[src/rtl/decode_cycle.sv]
// ---------------------------------------------------------------------------
// decode_cycle : ID stage of the 5-stage RV64 pipeline.
//
// Register file (x0 hardwired to zero, written back from W with a
// write-through bypass), main/ALU control decode, immediate
// sign-extension and the ID/EX pipeline register.
//
// Ports
//   clk, rst            clock (rising edge), asynchronous active-low reset
//   InstrD/PCD/PCPlus4D instruction and its PCs from the fetch register
//   RegWriteW/RDW/ResultW  writeback port
//   FlushE              turn the slot entering EX into a bubble
//   *E outputs          registered control and data for the execute stage
// ---------------------------------------------------------------------------
module decode_cycle #(
    parameter int XLEN  = 64,
    parameter int NREGS = 32
) (
    input  logic            clk,
    input  logic            rst,
    input  logic [31:0]     InstrD,
    input  logic [XLEN-1:0] PCD,
    input  logic [XLEN-1:0] PCPlus4D,
    input  logic            RegWriteW,
    input  logic [4:0]      RDW,
    input  logic [XLEN-1:0] ResultW,
    input  logic            FlushE,
    output logic            RegWriteE,
    output logic            ResultSrcE,
    output logic            MemWriteE,
    output logic            BranchE,
    output logic            ALUSrcE,
    output logic [2:0]      ALUControlE,
    output logic [XLEN-1:0] RD1E,
    output logic [XLEN-1:0] RD2E,
    output logic [XLEN-1:0] ImmExtE,
    output logic [4:0]      RS1E,
    output logic [4:0]      RS2E,
    output logic [4:0]      RDE,
    output logic [XLEN-1:0] PCE,
    output logic [XLEN-1:0] PCPlus4E
);

    localparam logic [6:0] OP_R    = 7'b0110011;
    localparam logic [6:0] OP_I    = 7'b0010011;
    localparam logic [6:0] OP_LD   = 7'b0000011;
    localparam logic [6:0] OP_SD   = 7'b0100011;
    localparam logic [6:0] OP_BEQ  = 7'b1100011;

    localparam logic [2:0] ALU_ADD = 3'b000;
    localparam logic [2:0] ALU_SUB = 3'b001;
    localparam logic [2:0] ALU_AND = 3'b010;
    localparam logic [2:0] ALU_OR  = 3'b011;
    localparam logic [2:0] ALU_SLT = 3'b101;

    typedef struct packed {
        logic       reg_write;
        logic       result_src;
        logic       mem_write;
        logic       branch;
        logic       alu_src;
        logic [2:0] alu_ctl;
    } ctrl_t;

    typedef struct packed {
        ctrl_t           ctl;
        logic [XLEN-1:0] rd1;
        logic [XLEN-1:0] rd2;
        logic [XLEN-1:0] imm;
        logic [4:0]      rs1;
        logic [4:0]      rs2;
        logic [4:0]      rd;
        logic [XLEN-1:0] pc;
        logic [XLEN-1:0] pc4;
    } idex_t;

    logic [6:0] opcode;
    logic [2:0] funct3;
    logic [4:0] rs1, rs2;

    assign opcode = InstrD[6:0];
    assign funct3 = InstrD[14:12];
    assign rs1    = InstrD[19:15];
    assign rs2    = InstrD[24:20];

    // ---------------- register file ----------------
    logic [XLEN-1:0] rf [NREGS];
    logic            wb_en;
    logic [XLEN-1:0] rd1, rd2;

    // Writes to x0 are dropped here so x0 can never hold a nonzero value.
    assign wb_en = RegWriteW && (RDW != 5'd0);

    always_ff @(posedge clk or negedge rst) begin
        if (!rst) begin
            for (int i = 0; i < NREGS; i++) rf[i] <= '0;
        end else if (wb_en) begin
            rf[RDW] <= ResultW;
        end
    end

    // Write-through: a same-cycle W write to a source register wins over
    // the stale array contents, so no separate WB->ID forwarding is needed.
    always_comb begin
        rd1 = '0;
        rd2 = '0;
        if (rs1 != 5'd0) rd1 = (wb_en && RDW == rs1) ? ResultW : rf[rs1];
        if (rs2 != 5'd0) rd2 = (wb_en && RDW == rs2) ? ResultW : rf[rs2];
    end

    // ---------------- control decode ----------------
    ctrl_t ctl;

    always_comb begin
        ctl = '0;
        case (opcode)
            OP_R: begin
                ctl.reg_write = 1'b1;
                case (funct3)
                    3'b000:  ctl.alu_ctl = InstrD[30] ? ALU_SUB : ALU_ADD;
                    3'b111:  ctl.alu_ctl = ALU_AND;
                    3'b110:  ctl.alu_ctl = ALU_OR;
                    3'b010:  ctl.alu_ctl = ALU_SLT;
                    default: ctl = '0;
                endcase
            end
            OP_I: begin
                ctl.reg_write = 1'b1;
                ctl.alu_src   = 1'b1;
                case (funct3)
                    3'b000:  ctl.alu_ctl = ALU_ADD;
                    3'b111:  ctl.alu_ctl = ALU_AND;
                    3'b110:  ctl.alu_ctl = ALU_OR;
                    3'b010:  ctl.alu_ctl = ALU_SLT;
                    default: ctl = '0;
                endcase
            end
            OP_LD: if (funct3 == 3'b011) begin
                ctl.reg_write  = 1'b1;
                ctl.result_src = 1'b1;
                ctl.alu_src    = 1'b1;
                ctl.alu_ctl    = ALU_ADD;
            end
            OP_SD: if (funct3 == 3'b011) begin
                ctl.mem_write = 1'b1;
                ctl.alu_src   = 1'b1;
                ctl.alu_ctl   = ALU_ADD;
            end
            OP_BEQ: if (funct3 == 3'b000) begin
                ctl.branch  = 1'b1;
                ctl.alu_ctl = ALU_SUB;
            end
            default: ctl = '0;
        endcase
    end

    // ---------------- immediate ----------------
    // Format is chosen by opcode only; an unsupported funct3 still carries
    // its immediate through as data, just with all control bits cleared.
    logic [XLEN-1:0] imm;

    always_comb begin
        imm = '0;
        case (opcode)
            OP_I, OP_LD: imm = {{(XLEN-12){InstrD[31]}}, InstrD[31:20]};
            OP_SD:       imm = {{(XLEN-12){InstrD[31]}}, InstrD[31:25], InstrD[11:7]};
            OP_BEQ:      imm = {{(XLEN-13){InstrD[31]}}, InstrD[31], InstrD[7],
                                InstrD[30:25], InstrD[11:8], 1'b0};
            default:     imm = '0;
        endcase
    end

    // ---------------- ID/EX register ----------------
    idex_t idex_d, idex_q;

    always_comb begin
        idex_d     = '0;
        idex_d.ctl = ctl;
        idex_d.rd1 = rd1;
        idex_d.rd2 = rd2;
        idex_d.imm = imm;
        idex_d.rs1 = rs1;
        idex_d.rs2 = rs2;
        idex_d.rd  = InstrD[11:7];
        idex_d.pc  = PCD;
        idex_d.pc4 = PCPlus4D;
    end

    always_ff @(posedge clk or negedge rst) begin
        if (!rst)        idex_q <= '0;
        else if (FlushE) idex_q <= '0;
        else             idex_q <= idex_d;
    end

    assign RegWriteE   = idex_q.ctl.reg_write;
    assign ResultSrcE  = idex_q.ctl.result_src;
    assign MemWriteE   = idex_q.ctl.mem_write;
    assign BranchE     = idex_q.ctl.branch;
    assign ALUSrcE     = idex_q.ctl.alu_src;
    assign ALUControlE = idex_q.ctl.alu_ctl;
    assign RD1E        = idex_q.rd1;
    assign RD2E        = idex_q.rd2;
    assign ImmExtE     = idex_q.imm;
    assign RS1E        = idex_q.rs1;
    assign RS2E        = idex_q.rs2;
    assign RDE         = idex_q.rd;
    assign PCE         = idex_q.pc;
    assign PCPlus4E    = idex_q.pc4;

endmodule
[config.mk]
export PLATFORM = sky130hd
export DESIGN_NAME = decode_cycle
export DESIGN_NICKNAME = d
export VERILOG_FILES = /design/src/rtl/decode_cycle.sv
export SDC_FILE = /design/constraint.sdc
export NUM_CORES = 2
export LEC_CHECK = 0
export ABC_CLOCK_PERIOD_IN_PS = 1580
export BUFFER_PORTS_ARGS = -buffer_cell sky130_fd_sc_hd__buf_2
export CAP_MARGIN = 30
export CORE_MARGIN = 2
export CORE_UTILIZATION = 30
export CTS_BUF_LIST = sky130_fd_sc_hd__clkbuf_8
export CTS_CLUSTER_SIZE = 30
export DETAILED_ROUTE_END_ITERATION = 10
export PLACE_DENSITY = 0.55
export SETUP_SLACK_MARGIN = 0.3
export SKIP_CTS_REPAIR_TIMING = 1
export SLEW_MARGIN = 20
export SYNTH_ARGS = -nofsm -noshare
export SYNTH_HDL_FRONTEND = slang
export SYNTH_SLANG_ARGS = --single-unit
[constraint.sdc]
create_clock -name clk -period 1.58 [get_ports clk]
set_clock_uncertainty 0.15 [all_clocks]
set_input_delay 0.237 -clock clk [delete_from_list [all_inputs] [get_ports clk]]
set_output_delay 0.237 -clock clk [all_outputs]
set_load 0.02 [all_outputs]
* After elaboration in Yosys (flattened, before gate mapping)
Cells that the tools add are included.
** Word-level totals
- Flip-flop bits (word level) :: 2391
- Output and inout port bits :: 343
- Bits of input ports :: 233
- Word-level logic and storage cells :: 105
** Cells by class
- Magnitude comparators :: 4
- Mux-type cells :: 30
- Equality and inequality tests :: 11
- Reductions and logical operators :: 11
- Bitwise gates (word level) :: 3
** Operator list (count)
- 2048-bit bitwise mux :: 1
- 64-bit binary-select mux with 5-bit select :: 2
- 64-bit 2-to-1 mux :: 9
- 343-bit 2-to-1 mux :: 1
- 64-bit demux with 5-bit select :: 1
- 64-bit one-hot mux with 3 select lines :: 1
- 3-bit one-hot mux with 4 select lines :: 2
- 6-bit greater-or-equal comparator, second input constant :: 3
- 5-bit NOT with 6-bit output :: 3
- 5-bit nonzero test :: 3
- 7-bit by 6-bit equality test with 1-bit output, second input constant :: 2
- 5-bit equality test :: 2
- 5-bit 2-to-1 mux :: 2
- 1-bit one-hot mux with 3 select lines :: 3
- 3-bit one-hot mux with 3 select lines :: 1
- 7-bit by 2-bit equality test with 1-bit output, second input constant :: 1
- 7-bit by 5-bit equality test with 1-bit output, second input constant :: 1
- 7-bit equality test, second input constant :: 1
- 3-bit by 2-bit equality test with 1-bit output, second input constant :: 2
- 3-bit equality test, second input constant :: 2
- 6-bit by 1-bit less-than comparator with 1-bit output, second input constant :: 1
- 2-bit one-hot mux with 3 select lines :: 1
- 1-bit logical AND :: 4
- 1-bit 2-to-1 mux :: 4
- 5 further kinds :: 6

* Logic depth before layout (Yosys ltp)
- Word-level depth :: 7
- Depth in mapped cells :: 8
- Depth with buffers taken out :: 5

* Worst setup path before layout
No wires, ideal clock.
- Path type :: input to register
- From :: input port InstrD[16]
- To :: register idex_q, in the netlist RD1E[63]
- Stages on the path :: 8
- Setup slack :: -735 ps
- Required time :: 1304 ps
- Path buffers :: 4
- Setup time :: 126 ps
- Data arrival time :: 2039 ps
- Cells stage by stage :: buf_2 > buf_2 > buf_2 > clkbuf_1 > mux4_2 > a22oi_1 > nand2_1 > a221o_1
** Between the ends
- Longest elaborated chain between the ends :: 7
- Elaborated cells on any way between the ends :: 10
- Classes of those cells :: 1 x eq/ne; 6 x mux; 1 x bitwise; 2 x reduce/logical
** Ends and longest elaborated chain
- start: declaration :: line 21 : input logic [31:0] InstrD,
- 5-bit NOT with 6-bit output (implied by the code) :: line 107 : if (rs1 != 5'd0) rd1 = (wb_en && RDW == rs1) ? ResultW : rf[rs1];
- 64-bit binary-select mux with 5-bit select :: line 107
- 64-bit 2-to-1 mux (implied by the code) (2 in series) :: line 107
- 64-bit 2-to-1 mux :: line 107
- 64-bit 2-to-1 mux (*) :: line 107
- 343-bit 2-to-1 mux (*) :: line 191 : else if (FlushE) idex_q <= '0;
- end signal: assignment :: line 192 : else idex_q <= idex_d;
- end: declaration :: line 174 : idex_t idex_d, idex_q;
Mark *: on every way between the ends. The rest lies on a longest branch, timed or not. The select of a mux whose other input is x is not followed.
A chain may end at the register's enable or synchronous reset.

==> results.md <==
- Critical path's top delay family: flip-flops
- CP Class: reg2out
- Largest area contributor in the netlist: dfrtp_1
- Global route overflow: 0
- Delay of the slowest cell on the worst path: 0.38 ns
- RSZ-0062 raised after global routing: true
- Antenna Violating Nets Remaining: 0
- Max Cap Viol: 0
- Final nets: 9,650
- Largest net degree at the start of global routing: 105
- Number of fill cells in the layout: 35,780
- Most frequent cell after synthesis: dfrtp_1
- Die width: 629.3 um
- H-tree depth: 5
- Netlist Area Pre-Place: 117,300 um2
- Slew headroom: 47.55%
- CP arrival: 1.85 ns
- Clk sinks: 2,340
- Initial Util: 30.15%
- Async set or reset register ratio after synthesis: 100.0%
- Crit-path cells: buf_12, buf_2
- Layout cell share with drive strength beyond 1: 53.71%
- Final WL: 439,700 um
- Initial antenna violation count: 19
- Failing checks: hold timing, setup timing
- Bufs and invs on worst path: 2
- Ys flop type: dfrtp_1
- Num CTS Buffers: 413
- Via density: 5.453
- EDFF count, synth: 0
- # rows: 229
- Hold WS: -0.2582 ns
- Slowest cell on crit path: dfrtp_1
- Fmax: 0.4475 GHz
- Setup slack after layout: -0.6549 ns
- GRT Util Overall: 21.02%
- Final setup fails: 512
- Tcrit/Tclk final: 141.4%
- Leak pwr: 0.06832 uW
- CTS clk-pin slew, worst paths: 0.06 ns
- Top-area cell type share of the netlist area: 49.92%
- Port bufs: 575
- Crit end category: primary output
- Synth Register Bits: 2,340
- DR pass1 iterations: 5
- 1st-iter DRT viols: 6,516
- Unique masters post-synth: 46
- Simple-gate share of the synthesized area: 2.299%
- Global-route wire length before repair: 613,600 um
- Hold Crit Class: in2reg
- Top post-synthesis cells by area: dfrtp_1 (50%), mux4_2 (20%), mux2_2 (13%)
- CP max FO: 52
- Cells after Synth: 7,630
- Final core occ: 39.71%
- PwrDens: 1139 nW/um2
- GP Congestion: 0.8704
- WP data required: 1.19 ns
- Root Buffer Master: clkbuf_8
- Slew @ Worst Pin: 0.7868 ns
- Area growth syn-to-layout: 31.73%
- Detailed Place HPWL: 289,800 um
- Status: finished, violations left
- Finished Cell Area: 154,500 um2
- Core area: 389,100 um2
- Synth warn: 0
- Hold Fails Final Rpt: 168
- Longest Clk Path Bufs: 4
- Synthesized Nets: 7,863
- CTS tree: yes
- I/O pins: 576
- Syn avg cell area: 15.37 um2
- Final Max Slew Viols: 0
- Post-synthesis mux area share: 40.41%
- Clock Latency Late Sink: 1.13 ns
- Synth Area in Adders: 0%
- Commonest cells post-synth: dfrtp_1 (2,340), mux2_2 (1,314), mux4_2 (1,024)
- Tmin final: 2.235 ns
- DRC viols: 0
- Die Span Y: 629.3 um
- Seq/Total Area, Yosys: 49.92%
- Main combinational cell family by area after synthesis: multiplexers
- Compound-Gate Fraction of Synth Area: 3.879%
- Worst VDD drop: 0.0007955 V
- Vias in the first global route: 84,290
- Per-cell routed wire length: 29.43 um
- Post-synthesis xor/xnor area fraction: 0.07466%
- Placed inst area: 137,700 um2
- CP startpoint kind: flip-flop
- Total number of vias: 81,480
- Die area: 396,000 um2
## through the flow
stage	total power, uW	setup slack, ns	std cells	TNS, ns
floorplan	100200	-0.5114	7630	-700.84
global placement	113500	-1.127	13730	-1505.60
detailed placement	115100	-1.124	13730	-1505.72
CTS	174100	-0.8482	14460	-251.60
global route	183800	-0.7736	14940	-240.37
finish	176000	-0.6549	14940	-214.00
## layer usage
metal | part of all wire [%] | global-route usage [%] | up-vias
li1 | - | - | 32900
met1 | 42 | 28.26 | 44310
met2 | 47 | 33.56 | 3369
met3 | 6.5 | 3.432 | 895
met4 | 4.8 | 9.080 | 6
met5 | 0.0084 | 0 | -
## power by group
part | total (uW) | internal [uW] | switching, uW
Combinational | 38800 | 23600 | 15200
Clock | 58300 | 31300 | 27000
Sequential | 78900 | 70600 | 8320
## flip-flops by register name, summed over array words and instances (netlist names)
name and count:
ImmExtE 13, RD1E 64, ALUSrcE 1, BranchE 1, RDE 5, RD2E 64
MemWriteE 1, PCE 64, RegWriteE 1, rf 2048, PCPlus4E 64, ALUControlE 3
RS1E 5, RS2E 5, ResultSrcE 1
## path summary, 6_finish.rpt
check	from	to	slack, ns	cells past startpoint
worst max-delay path	ImmExtE[62]	ImmExtE[18]	-0.65	2
worst min-delay path	InstrD[2]	ResultSrcE	-0.26	6
worst max register to register	rf[1670]	RD1E[6]	-0.30	5
worst min register to register	rf[2015]	rf[2015]	0.25	0
max in group asynchronous	rst	rf[1773]	0.14	6
min in group asynchronous	rst	rf[374]	-0.03	4
## area by class of cell
| class | count | area, um2 | area share (%) |
|---|---|---|---|
| Sequential cell | 2340 | 58660 | 37.96 |
| Multi-Input combinational cell | 4379 | 56690 | 36.68 |
| Timing Repair Buffer | 2280 | 24160 | 15.64 |
| Clock buffer | 530 | 7295 | 4.720 |
| Tap cell | 5197 | 6502 | 4.208 |
| Clock inverter | 203 | 1191 | 0.7708 |
| Antenna cell | 9 | 22.52 | 0.01457 |
| Inverter | 3 | 11.26 | 0.007287 |
## cells in the final DEF (no fill, tap or decap), types with 8 or more instances in the layout
master and count:
a22oi_1 93, o21ai_1 55, mux2_1 734, a22oi_2 129, nor2_4 18, buf_6 319, diode_2 9, clkinv_2 48
inv_1 131, mux2i_1 119, dfrtp_1 2259, dlygate4sd3_1 434, nor2b_4 41, nand2_1 74, a211oi_1 16, clkbuf_8 532
buf_12 426, nor3_1 54, o22ai_1 90, mux4_2 1024, buf_2 274, a21oi_1 84, nand2_2 11, a211oi_2 61
nor2_1 75, nor2b_1 167, buf_4 815, o22ai_2 11, nand2_4 16, dfrtp_2 81, a221o_1 64, bufinv_16 8
and2_1 9, a21oi_2 31, mux2_2 1307, o21ai_2 9
## cells by family (layout without fill, tap and decap cells)
kind of cell | after synthesis | count (layout)
AO/OA/AOI/OAI | 657 | 657
XOR/XNOR | 10 | 10
buffers and inverters | 911 | 3016
flip-flops | 2340 | 2340
multiplexers | 3200 | 3200
other | 0 | 9
AND/OR/NAND/NOR | 512 | 512
## worst reg2reg max path, delay by kind of cell (launching register included)
kind	cells	cell delay [ns]
multiplexers	1	0.49
AND/OR/NAND/NOR	1	0.15
AO/OA/AOI/OAI	3	0.58
flip-flops	1	0.40
No activity file was read; power rests on OpenSTA's default activity.
